--- src/rtl/cpu_pkg.sv ---
// Shared CPU definitions used by the interrupt sequencer: sequencer states,
// interrupt kinds, vector addresses and status-register bit constants.
package cpu_pkg;

  typedef enum logic [2:0] {
    IDLE,
    DUMMY,
    PUSH_PCH,
    PUSH_PCL,
    PUSH_P,
    VEC_L,
    VEC_H,
    RST_HOLD
  } int_state_t;

  typedef enum logic [1:0] {
    RST,
    NMI,
    IRQ,
    BRK
  } int_kind_t;

  localparam logic [15:0] VEC_NMI    = 16'hFFFA;
  localparam logic [15:0] VEC_RST    = 16'hFFFC;
  localparam logic [15:0] VEC_IRQ    = 16'hFFFE;
  localparam logic [7:0]  STACK_PAGE = 8'h01;

  // P bit 5 always reads as 1 when pushed; bit 4 (B) marks a software BRK.
  localparam logic [7:0]  P_UNUSED   = 8'h20;
  localparam logic [7:0]  P_BREAK    = 8'h10;

  function automatic logic [15:0] vector_base(input int_kind_t kind);
    logic [15:0] base;
    case (kind)
      RST:     base = VEC_RST;
      NMI:     base = VEC_NMI;
      default: base = VEC_IRQ;
    endcase
    return base;
  endfunction

endpackage

--- src/rtl/nmi_edge_detector.sv ---
// Latches a falling edge of the active-low NMI line into a sticky pending
// flag. Sampling and clearing both freeze while cpu_en is low.
module nmi_edge_detector (
  input  logic clk,
  input  logic reset,
  input  logic cpu_en,
  input  logic nmi_n,
  input  logic clear,
  output logic nmi_pending
);

  logic nmi_n_q, nmi_n_d;
  logic pending_q, pending_d;

  // NOTE: every combinational output gets a default first, so no path can infer a latch.
  always_comb begin
    nmi_n_d   = nmi_n_q;
    pending_d = pending_q;
    if (cpu_en) begin
      nmi_n_d = nmi_n;
      if (clear) begin
        pending_d = 1'b0;
      end
      // A fresh edge wins over a same-cycle clear so it is never lost.
      if (nmi_n_q && !nmi_n) begin
        pending_d = 1'b1;
      end
    end
  end

  // NOTE: the line history reloads from the pin during reset, so a line held low
  // through reset cannot look like an edge afterwards.
  always_ff @(posedge clk) begin
    if (reset) begin
      nmi_n_q   <= nmi_n;
      pending_q <= 1'b0;
    end else begin
      nmi_n_q   <= nmi_n_d;
      pending_q <= pending_d;
    end
  end

  assign nmi_pending = pending_q;

endmodule

--- src/rtl/interrupt_sequencer.sv ---
// 6502-style interrupt entry sequencer: arbitrates RESET/NMI/IRQ/BRK, pushes
// PCH, PCL and P, then loads the vector into PC. Optional macro
// INTERRUPT_NMI_HIJACK_EN lets a pending NMI steal the vector of an IRQ/BRK.
module interrupt_sequencer
  import cpu_pkg::*;
(
  input  logic        clk,
  input  logic        reset,
  input  logic        cpu_en,
  input  logic        nmi_n,
  input  logic        irq_n,
  input  logic        i_flag,
  input  logic        fetch_boundary,
  input  logic        brk_req,
  input  logic [15:0] pc_in,
  input  logic [7:0]  sp_in,
  input  logic [7:0]  p_in,
  input  logic [7:0]  rd,
  output logic        busy,
  output logic [15:0] addr,
  output logic [7:0]  wdata,
  output logic        mem_write,
  output logic        sp_dec,
  output logic        pcl_write,
  output logic        pch_write,
  output logic        pcl_src,
  output logic        pch_src,
  output logic        set_i
);

  int_state_t  state_q, state_d;
  int_kind_t   kind_q, kind_d;
  logic        nmi_pending;
  logic        nmi_clear;
  logic        irq_active;
  logic        push_en;
  logic [15:0] stack_addr;
  logic [15:0] vec_base;

  assign irq_active = !irq_n && !i_flag;
  assign nmi_clear  = (state_q == VEC_L) && (kind_q == NMI);

  nmi_edge_detector u_nmi_edge (
    .clk         (clk),
    .reset       (reset),
    .cpu_en      (cpu_en),
    .nmi_n       (nmi_n),
    .clear       (nmi_clear),
    .nmi_pending (nmi_pending)
  );

  always_comb begin
    state_d = state_q;
    kind_d  = kind_q;
    if (cpu_en) begin
      case (state_q)
        IDLE: begin
          // BRK is an instruction already committed by the decoder, so it goes first.
          if (brk_req) begin
            state_d = PUSH_PCH;
            kind_d  = BRK;
          end else if (fetch_boundary && (nmi_pending || irq_active)) begin
            state_d = DUMMY;
            kind_d  = nmi_pending ? NMI : IRQ;
          end
        end
        DUMMY:    state_d = PUSH_PCH;
        PUSH_PCH: state_d = PUSH_PCL;
        PUSH_PCL: state_d = PUSH_P;
        PUSH_P: begin
          state_d = VEC_L;
`ifdef INTERRUPT_NMI_HIJACK_EN
          // P is already on the stack, so retargeting the kind only moves the vector.
          if (nmi_pending && ((kind_q == IRQ) || (kind_q == BRK))) begin
            kind_d = NMI;
          end
`endif
        end
        VEC_L:    state_d = VEC_H;
        VEC_H:    state_d = IDLE;
        RST_HOLD: state_d = DUMMY;
        default:  state_d = RST_HOLD;
      endcase
    end
  end

  // NOTE: sequential state uses non-blocking assignments only; all decisions live in always_comb.
  always_ff @(posedge clk) begin
    if (reset) begin
      state_q <= RST_HOLD;
      kind_q  <= RST;
    end else begin
      state_q <= state_d;
      kind_q  <= kind_d;
    end
  end

  assign push_en    = (kind_q != RST);
  assign stack_addr = {STACK_PAGE, sp_in};
  assign vec_base   = vector_base(kind_q);

  always_comb begin
    busy      = (state_q != IDLE);
    addr      = 16'h0000;
    wdata     = 8'h00;
    mem_write = 1'b0;
    sp_dec    = 1'b0;
    pcl_write = 1'b0;
    pch_write = 1'b0;
    pcl_src   = 1'b0;
    pch_src   = 1'b0;
    set_i     = 1'b0;
    case (state_q)
      DUMMY: begin
        addr = pc_in;
      end
      PUSH_PCH: begin
        addr      = stack_addr;
        wdata     = pc_in[15:8];
        mem_write = push_en;
        sp_dec    = 1'b1;
      end
      PUSH_PCL: begin
        addr      = stack_addr;
        wdata     = pc_in[7:0];
        mem_write = push_en;
        sp_dec    = 1'b1;
      end
      PUSH_P: begin
        addr      = stack_addr;
        wdata     = p_in | P_UNUSED | ((kind_q == BRK) ? P_BREAK : 8'h00);
        mem_write = push_en;
        sp_dec    = 1'b1;
      end
      VEC_L: begin
        addr      = vec_base;
        pcl_write = 1'b1;
        pcl_src   = 1'b1;
        set_i     = 1'b1;
      end
      VEC_H: begin
        addr      = vec_base + 16'd1;
        pch_write = 1'b1;
        pch_src   = 1'b1;
      end
      default: begin
      end
    endcase
  end

endmodule

--- config.mk ---
export PLATFORM = sky130hd
export DESIGN_NAME = interrupt_sequencer
export DESIGN_NICKNAME = d
export VERILOG_FILES = /design/src/rtl/cpu_pkg.sv /design/src/rtl/nmi_edge_detector.sv /design/src/rtl/interrupt_sequencer.sv
export SDC_FILE = /design/constraint.sdc
export NUM_CORES = 1
export LEC_CHECK = 0
export BUFFER_PORTS_ARGS = -buffer_cell sky130_fd_sc_hd__buf_2
export CORE_MARGIN = 2
export CORE_UTILIZATION = 30
export CTS_CLUSTER_SIZE = 40
export DETAILED_ROUTE_END_ITERATION = 8
export GPL_TIMING_DRIVEN = 0
export HOLD_SLACK_MARGIN = 0.12
export SYNTH_ARGS = -nofsm -noshare
export SYNTH_HDL_FRONTEND = slang
export SYNTH_SLANG_ARGS = --single-unit
--- constraint.sdc ---
create_clock -name clk -period 1.9 [get_ports clk]
set_input_delay 0.475 -clock clk [delete_from_list [all_inputs] [get_ports clk]]
set_output_delay 0.475 -clock clk [all_outputs]
set_load 0.005 [all_outputs]
==> summary.txt <==
status: finished, violations left
Initial Util: 0.311
setup TNS: -181 ps
Power Total: 864 uW
type of the worst min-delay path: input pin to flip-flop
Async SR Flop Fraction: 0
CTS root buf: clkbuf_4
layout cells sized above 1: 0.524
Static Leak: 0.000835 uW
CTS Hold Bufs: 0
Remaining Overflow, GRT: 0
pin count of the biggest net entering global routing: 11
Clock transition at path regs: 60 ps
n_diodes: 0
Hold Worst Slack: 412 ps
CP max stage delay: 460 ps
All-Layer GR Usage: 0.188
RSZ-0062 raised after global routing: yes
row count: 21
die area: 3920 um2
Chip Width: 62.6 um
failing checks: negative setup slack
CTS tree: done
critical path class: flip-flop to primary output
Area contributors post-synth: dfxtp_1 (12%), o21ai_1 (7.8%), nor2_1 (7.7%)
Fill cells: 333
Synth Warn #: 0
Worst Setup End Kind: primary output
register bit count reported by yosys: 7
Critical Path RT: 1420 ps
critical path launch point type: flip-flop
Port-buffer cells: 68
setup violators final: 8
Slew headroom: 0.661
CP arrival: 1480 ps
Placer Congestion: 0.775
Routed WL: 3.64 mm
Max stage delay cell, worst path: mux4_2
Synth Cell Area: 1030 um2
Synth Flop Type: dfxtp_1
Seq/Total Area, Yosys: 0.146
Post-synth EDFFs: 1
WP buf/inv: 3
Worst path top cell family by delay: multiplexers
Antenna Nets Post-Route: 0
Vert. Die Dim: 62.6 um
Vias: 1386
Highest Clock Rate: 510 MHz
DR iter-0 viols: 60
later-pin clock latency in the skew report: 260 ps
DR DRC count: 0
crit-path cells: buf_6, buf_8, nor2_1, mux4_2, buf_2
max_cap viols: 0
clock skew: 6.75 ps
first-pass GRT wire length: 6.11 mm
number of global-route vias before repair: 1363
mean routed wirelength per cell: 13.1 um
crit share post-route: 1.03
Fin. Hold Viols: 0
share of the synthesized area in the top cell type: 0.117
TritonCTS buffer count: 3
post-layout worst setup margin: -59.4 ps
core area: 3310 um2
Net Count, Synth: 198
Synth Area per Inst: 6.86 um2
IO Count: 80
Worst Tran Pin Value: 509 ps
Clock Path Buffers: 2
Mapped Cells: 150
vias per inst: 4.97
DRT Pass-1 Iters: 4
Worst Path Max Fanout: 6
final slew viol count: 0
Distinct cells, synth: 37
min-delay src: nmi_n
synth-to-layout area growth: 63.5%
nets: 282
min Tclk post-route: 1960 ps
clock sink count: 7
RR Startpoint: state_q[2]$_SDFFE_PP1P_
H-tree levels: 1
Max IR drop VDD: 0.307 mV
PwrDens: 513 nW/um2
Worst Setup SP: state_q[0]$_SDFFE_PP1P_
hpwl dp: 2.74 mm
area leader, netlist: dfxtp_1
initial antenna violation count: 0
==> state kept, by name, summed over array words and instances, names as in the netlist <==
register,flops
state_q,3
kind_q,2
u_nmi_edge.nmi_n_q,1
u_nmi_edge.nmi_pending,1
==> path summary, 6_finish.rpt <==
| path | endpoint | slack [ps] | cells after the start |
|---|---|---|---|
| setup reg to reg | state_q[1]$_SDFFE_PP1P_ | 400 | 5 |
| hold / removal | u_nmi_edge.nmi_n_q$_DFFE_PP_ | 410 | 1 |
| setup / recovery | addr[1] | -60 | 5 |
| hold reg to reg | u_nmi_edge.nmi_pending$_SDFFE_PP0P_ | 510 | 2 |
==> cell type report <==
type,instances,area (um2),area share
Clock buffer,4,26.3,0.0156
Tap cell,46,57.6,0.0342
Multi-Input combinational cell,120,805,0.478
Timing Repair Buffer,81,448,0.266
Sequential cell,7,155,0.0921
Inverter,5,21.3,0.0126
Buffer,16,171,0.102
==> kinds of logic after synthesis <==
group	count (synthesis)	share of synthesized area
simple gates	59	0.295
compound gates	52	0.328
buf+inv	23	0.119
mux	9	0.112
flops	7	0.146
==> metrics by stage <==
step | util | instance area [um2] | cells | setup slack, ps
floorplan | - | 1030 | 150 | 119
global placement | 0.431 | 1430 | 264 | -43.9
detailed placement | 0.431 | 1430 | 264 | -42.2
CTS | 0.495 | 1640 | 277 | -63.1
global route | 0.509 | 1680 | 279 | -150
finish | 0.509 | 1680 | 279 | -59.4
==> synth_stat cells (5+ instances only) <==
cell	n
mux2i_1	7
o31ai_1	5
buf_4	6
nand2_1	13
a21oi_1	13
o21ai_1	16
buf_2	5
dfxtp_1	6
clkbuf_1	6
nor2_1	21
o211ai_1	6
==> routing by layer <==
metal / wire length (um) / vias to the layer above / GRT usage
met5: 0 / - / 0
met4: 42 / 0 / 0.0417
met3: 282 / 4 / 0.0378
met2: 1740 / 59 / 0.341
met1: 1580 / 616 / 0.228
li1: - / 707 / -
==> worst reg2reg max path, stage by stage (launching register included) <==
cell     delay [ps]
dfxtp_2         310
buf_6           130
buf_4           140
or3_4           400
o31ai_4         260
mux2i_1         200
==> cell usage in the layout (no fill, tap or decap), types with 2 or more instances in the layout <==
cell | netlist | layout
nor2b_1 | 4 | 2
nor2b_2 | 0 | 2
mux2i_1 | 7 | 7
clkbuf_1 | 6 | 3
dfxtp_2 | 0 | 4
nand2_2 | 0 | 2
and2_1 | 3 | 3
clkbuf_4 | 0 | 4
nor3b_4 | 0 | 2
buf_6 | 1 | 5
nand2_1 | 13 | 11
nor2_1 | 21 | 19
buf_8 | 0 | 4
o22ai_1 | 2 | 2
o31ai_1 | 5 | 5
a21oi_1 | 13 | 13
o211ai_1 | 6 | 6
dfxtp_1 | 6 | 2
buf_4 | 6 | 17
nand2b_1 | 4 | 2
mux4_2 | 2 | 2
nor2_2 | 0 | 2
nor3_1 | 4 | 4
o21ai_1 | 16 | 16
inv_1 | 4 | 4
or2_2 | 2 | 2
nand2b_2 | 0 | 2
buf_2 | 5 | 67
==> where the power goes <==
group | total [uW] | switching [uW] | internal (uW) | leakage (uW)
Sequential | 169 | 6.45 | 162 | 0.0000591
Clock | 142 | 61.4 | 80.6 | 0.0000150
Combinational | 554 | 259 | 295 | 0.000761
==> what timing repair did <==
action	4_1_cts	5_1_grt
endpoints found under the setup margin	30	26
gates cloned	1	0
resized for setup	32	12
setup buffers	10	2
pin swaps	5	5
Note: power is estimated with default switching activity, not from simulation.
